### config.mk
export PLATFORM = sky130hd
export DESIGN_NAME = mem_arbiter
export DESIGN_NICKNAME = d
export VERILOG_FILES = /design/src/rtl/mem_arbiter.sv
export SDC_FILE = /design/constraint.sdc
export NUM_CORES = 1
export LEC_CHECK = 0
export ABC_AREA = 1
export BUFFER_PORTS_ARGS = -buffer_cell sky130_fd_sc_hd__buf_2
export CORE_AREA = 2 2 80 82
export DETAILED_ROUTE_END_ITERATION = 8
export DIE_AREA = 0 0 82 84
export PLACE_DENSITY = 0.63
export SLEW_MARGIN = 10
export SYNTH_ARGS = -nofsm -noshare
export SYNTH_HDL_FRONTEND = slang
export SYNTH_SLANG_ARGS = --single-unit
export TNS_END_PERCENT = 10
### constraint.sdc
create_clock -name clock -period 1.4 [get_ports clock]
set_clock_uncertainty 0.2 [all_clocks]
set_input_delay 0.28 -clock clock [delete_from_list [all_inputs] [get_ports clock]]
set_output_delay 0.28 -clock clock [all_outputs]
set_load 0.1 [all_outputs]
### src/rtl/mem_arbiter.sv
// Two-port round-robin arbiter and sequencer for a registered-read data memory.
// Each accepted request runs through IDLE -> ISSUE -> RESP; one transaction is in flight at a time.
module mem_arbiter #(
  parameter int ADDR_W = 8,
  parameter int DATA_W = 8
) (
  input  logic              clock,
  input  logic              reset,
  input  logic              req0_valid,
  output logic              req0_ready,
  input  logic              req0_we,
  input  logic [ADDR_W-1:0] req0_addr,
  input  logic [DATA_W-1:0] req0_wdata,
  output logic              rsp0_valid,
  output logic [DATA_W-1:0] rsp0_rdata,
  input  logic              req1_valid,
  output logic              req1_ready,
  input  logic              req1_we,
  input  logic [ADDR_W-1:0] req1_addr,
  input  logic [DATA_W-1:0] req1_wdata,
  output logic              rsp1_valid,
  output logic [DATA_W-1:0] rsp1_rdata,
  output logic              mem_we,
  output logic              mem_re,
  output logic [ADDR_W-1:0] mem_addr,
  output logic [DATA_W-1:0] mem_wdata,
  input  logic [DATA_W-1:0] mem_rdata,
  output logic [1:0]        dbg_state
);

  // Handshake: a request transfers on a cycle where reqX_valid && reqX_ready; ready is
  // only ever high in IDLE, outside reset, and for the arbitration winner alone.
  typedef enum logic [1:0] {
    IDLE  = 2'd0,
    ISSUE = 2'd1,
    RESP  = 2'd2
  } state_e;

  state_e            state_q, state_d;
  logic              last_grant_q, last_grant_d;
  logic              winner_q, winner_d;
  logic              we_q, we_d;
  logic              mem_we_q, mem_we_d;
  logic              mem_re_q, mem_re_d;
  logic [ADDR_W-1:0] mem_addr_q, mem_addr_d;
  logic [DATA_W-1:0] mem_wdata_q, mem_wdata_d;
  logic              rsp0_valid_q, rsp0_valid_d;
  logic              rsp1_valid_q, rsp1_valid_d;
  logic [DATA_W-1:0] hold0_q, hold0_d;
  logic [DATA_W-1:0] hold1_q, hold1_d;
  logic              grant0, grant1;
  logic [DATA_W-1:0] rsp_data;

  // On contention the port that was not served last wins.
  always_comb begin
    grant0 = 1'b0;
    grant1 = 1'b0;
    if (state_q == IDLE && !reset) begin
      if (req0_valid && req1_valid) begin
        grant0 = last_grant_q;
        grant1 = !last_grant_q;
      end else begin
        grant0 = req0_valid;
        grant1 = req1_valid;
      end
    end
  end

  assign rsp_data = we_q ? '0 : mem_rdata;

  always_comb begin
    state_d      = state_q;
    last_grant_d = last_grant_q;
    winner_d     = winner_q;
    we_d         = we_q;
    mem_we_d     = 1'b0;
    mem_re_d     = 1'b0;
    mem_addr_d   = mem_addr_q;
    mem_wdata_d  = mem_wdata_q;
    rsp0_valid_d = 1'b0;
    rsp1_valid_d = 1'b0;
    hold0_d      = hold0_q;
    hold1_d      = hold1_q;
    case (state_q)
      IDLE: begin
        if (grant0 || grant1) begin
          state_d      = ISSUE;
          winner_d     = grant1;
          last_grant_d = grant1;
          we_d         = grant1 ? req1_we : req0_we;
          mem_addr_d   = grant1 ? req1_addr : req0_addr;
          mem_wdata_d  = grant1 ? req1_wdata : req0_wdata;
          mem_we_d     = we_d;
          mem_re_d     = !we_d;
        end
      end
      ISSUE: begin
        state_d      = RESP;
        rsp0_valid_d = !winner_q;
        rsp1_valid_d = winner_q;
      end
      RESP: begin
        state_d = IDLE;
        if (winner_q) hold1_d = rsp_data;
        else          hold0_d = rsp_data;
      end
      default: state_d = IDLE;
    endcase
  end

  always_ff @(posedge clock) begin
    if (reset) begin
      state_q      <= IDLE;
      last_grant_q <= 1'b1;
      winner_q     <= 1'b0;
      we_q         <= 1'b0;
      mem_we_q     <= 1'b0;
      mem_re_q     <= 1'b0;
      mem_addr_q   <= '0;
      mem_wdata_q  <= '0;
      rsp0_valid_q <= 1'b0;
      rsp1_valid_q <= 1'b0;
      hold0_q      <= '0;
      hold1_q      <= '0;
    end else begin
      state_q      <= state_d;
      last_grant_q <= last_grant_d;
      winner_q     <= winner_d;
      we_q         <= we_d;
      mem_we_q     <= mem_we_d;
      mem_re_q     <= mem_re_d;
      mem_addr_q   <= mem_addr_d;
      mem_wdata_q  <= mem_wdata_d;
      rsp0_valid_q <= rsp0_valid_d;
      rsp1_valid_q <= rsp1_valid_d;
      hold0_q      <= hold0_d;
      hold1_q      <= hold1_d;
    end
  end

  // Gating with reset kills an access whose ISSUE cycle coincides with reset.
  assign mem_we     = mem_we_q && !reset;
  assign mem_re     = mem_re_q && !reset;
  assign mem_addr   = mem_addr_q;
  assign mem_wdata  = mem_wdata_q;
  assign req0_ready = grant0;
  assign req1_ready = grant1;
  assign rsp0_valid = rsp0_valid_q;
  assign rsp1_valid = rsp1_valid_q;
  assign rsp0_rdata = rsp0_valid_q ? rsp_data : hold0_q;
  assign rsp1_rdata = rsp1_valid_q ? rsp_data : hold1_q;
  assign dbg_state  = state_q;

endmodule

# After elaboration in Yosys (flattened, before gate mapping)
# Cells that the tools add are included.
# Widths: inputs -> output; s select.
[totals]
regBits = 41
in_bits = 46
elab_cells = 46
[classes]
n_eq_ne = 3
mux = 12
bitwise = 4
reduce_logical = 15
[op_table]
columns = ["operator", "count"]
rows = [
  ["$mux 8", 5],
  ["$reduce_and 2->1", 3],
  ["$mux 1", 5],
  ["$logic_and 1x1->1", 4],
  ["$logic_not 1->1", 4],
  ["$not 1->1", 4],
  ["$pmux 2 s2", 1],
  ["$reduce_or 3->1", 1],
  ["$eq 2x1->1 const B", 1],
  ["$eq 2x2->1 const B", 1],
  ["$logic_not 2->1", 1],
  ["$mux 2", 1],
  ["$ne 2x1->1 const B", 1],
  ["$reduce_or 2->1", 1],
  ["$logic_or 1x1->1", 1],
]

# Depth between registers and ports, before layout
[depth]
depth_word = 6
ltp_mapped = 8

# Worst setup path before layout
# OpenSTA, ideal clock, no wires.
[synth_path]
path_type = "register to output"
start = "reg rsp0_valid_q, in the netlist rsp0_valid"
end = "out rsp0_rdata[1]"
arrival_ns = 3.509
required_time_ns = 0.920
slack_ns = -2.589
path_stages_with_launch = 4
n_path_buf = 1
path_cell_list = "dfxtp_1 -> clkbuf_1 -> inv_1 -> o21ai_0"
[synth_between]
elab_chain_cells = 1
[synth_lines]
columns = ["item", "line_no", "source"]
rows = [
  ["start, declared", "47", "logic rsp0_valid_q, rsp0_valid_d;"],
  ["start signal, assigned", "134", "rsp0_valid_q <= rsp0_valid_d;"],
  ["$mux 8", "150", "assign rsp0_rdata = rsp0_valid_q ? rsp_data : hold0_q;"],
  ["end, declared", "15", "output logic [DATA_W-1:0] rsp0_rdata,"],
]
# Every way passes these cells.

# Worst setup path in the final report
# Ends and elaborated chain as after synthesis.

==> Flow_metrics.wiki <==
{| class="wikitable"
! Metric !! Value
|-
| Register-to-register path setup slack || -110 ps
|-
| HPWL Detailed || 4.25 mm
|-
| TritonCTS clock tree || built
|-
| Post-synth design cell area || 2030 um2
|-
| Endpoints failing hold || 0
|-
| Placer Congestion || 0.803
|-
| Share of the core filled with cells || 0.613
|-
| Number of remaining DRC errors || 0
|-
| Gate Count Post-Synth || 296
|-
| Cts bufs inserted || 5
|-
| Syn nets || 342
|-
| Final worst path period share || 1.26
|-
| Final-report max-slew violation count || 0
|-
| Number of antenna violations at the first check in global routing || 0
|-
| Fmax || 568 MHz
|-
| Kind of start point of the critical path || register
|-
| Area share of the leading cell type in the synthesized netlist || 0.404
|-
| Number of global-route vias before repair || 2102
|-
| Crit path capture type || output port
|-
| Post-route cell area || 3740 um2
|-
| Root cell of the clock tree || clkbuf_8
|-
| Share of total power in sequential cells || 0.315
|-
| CP Class || reg2out
|-
| First-pass DRT Iterations || 4
|-
| Switching Share || 0.397
|-
| Overall routed net length || 5.69 mm
|-
| Transition time at the pin with the least slew margin || 378 ps
|-
| Sequential element share of the synthesized area || 0.404
|-
| Die area || 6890 um2
|-
| Die W || 82 um
|-
| Failing checks || setup timing
|-
| Logic pwr share || 0.435
|-
| Post-route antenna net violation count || 0
|-
| Type of the worst min-delay path || in2reg
|-
| Overflow left after global routing || 0
|-
| Max Cap Viol || 0
|-
| Crit path DAT || 1280 ps
|-
| Headroom to the max-slew limit || 0.745
|-
| Average cell area after synthesis || 6.86 um2
|-
| Antenna diode count || 0
|-
| Setup Total Neg Slack || -6590 ps
|-
| Port Buffer Count || 85
|-
| Bufs on Longest Clock Path || 2
|-
| Clk sinks || 41
|-
| GRT Resource Usage Total || 0.171
|-
| Worst IR Drop VDD || 0.571 mV
|-
| Layout cell share with drive strength beyond 1 || 0.440
|-
| Clock-pin slew reported for the worst setup and hold paths after clock tree synthesis || 90 ps
|-
| # setup viols final || 40
|-
| Worst skew pair latency || 290 ps
|-
| Library cell with the largest summed area after synthesis || dfxtp_1
|-
| Min Clock Period, post-route || 1760 ps
|-
| Maximum number of pins on one net before global-route repair || 36
|-
| Setup ws final || -361 ps
|-
| Placed cell areas || 3450 um2
|-
| Total number of vias || 2218
|-
| Number of DRC markers after the initial detailed-route iteration || 55
|-
| Count of cell types in the netlist || 20
|-
| Maximum fanout count along the critical path || 7
|-
| Power density cells || 1150 nW/um2
|-
| Layout Nets || 450
|-
| Reported leakage power || 0.00165 uW
|-
| Most area-consuming cells after synthesis || dfxtp_1 (40%), o21ai_0 (12%), a21oi_1 (8.6%)
|-
| Number of placed I/O pins || 86
|-
| Starting utilization of the core area || 0.333
|-
| CTS H-tree lvls || 2
|-
| Worst Path Required || 920 ps
|-
| Area of the core || 6100 um2
|-
| Post-layout power || 4280 uW
|-
| Clock network fraction of design power || 0.250
|-
| Total internal power || 2580 uW
|-
| Placement Rows || 29
|-
| Unrepaired setup endpoints after global routing || yes
|-
| Synthesized flop and latch total || 41
|-
| Wire length of the first global-routing pass || 9.41 mm
|-
| Die height || 84 um
|-
| Layout Area Growth over Synthesis || 83.9%
|-
| Total number of yosys warnings || 0
|-
| NetSw || 1700 uW
|-
| Average via count per standard cell || 4.60
|-
| Detailed-route wire length per cell || 11.8 um
|-
| Result of the run || finished, violations left
|}
[worst paths after layout]
kind / endpoint / cells past startpoint / start
worst max-delay path: rsp0_rdata[1] / 4 / rsp0_valid
worst min-delay path: mem_re_q / 3 / req1_we
worst max register to register: mem_addr[6] / 10 / dbg_state[1]
worst min register to register: rsp0_valid / 1 / winner_q
[final cells by class]
class,instances,area [um2]
repair buffers,117,1330
multi-input cells,194,1160
flip-flops and latches,41,841
well taps,77,96.3
clock buffers,6,93.8
clock inverters,2,35.0
fillers,545,2360
inverters,45,180
[kinds of logic (layout without fill, tap and decap cells)]
kind of cell / Yosys count / count (layout) / synth area share
simple gates: 108 / 108 / 0.229
compound gates: 86 / 86 / 0.219
buf+inv: 61 / 170 / 0.148
flops: 41 / 41 / 0.404
[worst max-delay path: stages, from the launching register on]
cell     delay (ps)
dfxtp_4         350
inv_1           110
buf_4           180
o21ai_4         150
buf_12          190
[power by group through the flow]
| stage | registers (uW) | logic, uW | clock network, uW |
|---|---|---|---|
| 5_1_grt | 1360 | 1960 | 1150 |
| 3_3_place_gp | 1370 | 1770 | 0 |
| 2_1_floorplan | 1780 | 714 | 0 |
| 3_5_place_dp | 1370 | 1780 | 0 |
| 6_report | 1350 | 1860 | 1070 |
| 4_1_cts | 1350 | 1860 | 1090 |
[Yosys cell counts (all sizes together)]
| master | n |
|---|---|
| o211ai | 1 |
| clkbuf | 5 |
| nor3 | 1 |
| nand3b | 1 |
| inv | 45 |
| nand2 | 42 |
| a21oi | 36 |
| nand3 | 22 |
| buf | 11 |
| o21ai | 49 |
| nor2 | 42 |
| dfxtp | 41 |
[flip-flops by register name, indices dropped and copies added, names as in the netlist]
name,cells
mem_wdata,8
rsp0_valid,1
mem_we_q,1
mem_re_q,1
rsp1_valid,1
winner_q,1
mem_addr,8
we_q,1
dbg_state,2
hold0_q,8
last_grant_q,1
hold1_q,8
[repair_timing]
item	4_1_cts	5_1_grt
setup buffers	3	0
hold buffers	0	0
resized for setup	29	12
setup endpoints to repair	45	53
pin swaps	7	6
hold endpoints to repair	0	0
[metal layers]
| layer | share of wire | track usage | wire [um] | vias to the layer above |
|---|---|---|---|---|
| met5 | 0 | 0 | 0 | - |
| met4 | 0.0058 | 0.0439 | 33 | 0 |
| met3 | 0.071 | 0.0552 | 403 | 4 |
| met2 | 0.50 | 0.298 | 2870 | 72 |
| met1 | 0.42 | 0.199 | 2380 | 979 |
| li1 | - | - | - | 1163 |
[metrics by stage]
stage               setup slack, ps  hold slack, ps  cells
finish                         -361            80.2    482
floorplan                      -596             223    296
global placement               -116             254    471
detailed placement             -160             261    471
global route                   -421            83.4    482
CTS                            -363            64.6    482
[layout by cell type, fill, tap and decap left out, drive strengths merged]
master,synthesis,routed
nor2,42,42
nand2,42,42
nand3,22,22
inv,45,44
a21oi,36,36
clkinvlp,0,1
nor3,1,1
clkbuf,5,6
o211ai,1,1
o21ai,49,49
bufinv,0,1
clkinv,0,1
dfxtp,41,41
buf,11,117
nand3b,1,1
No activity file was read; power rests on OpenSTA's default activity.
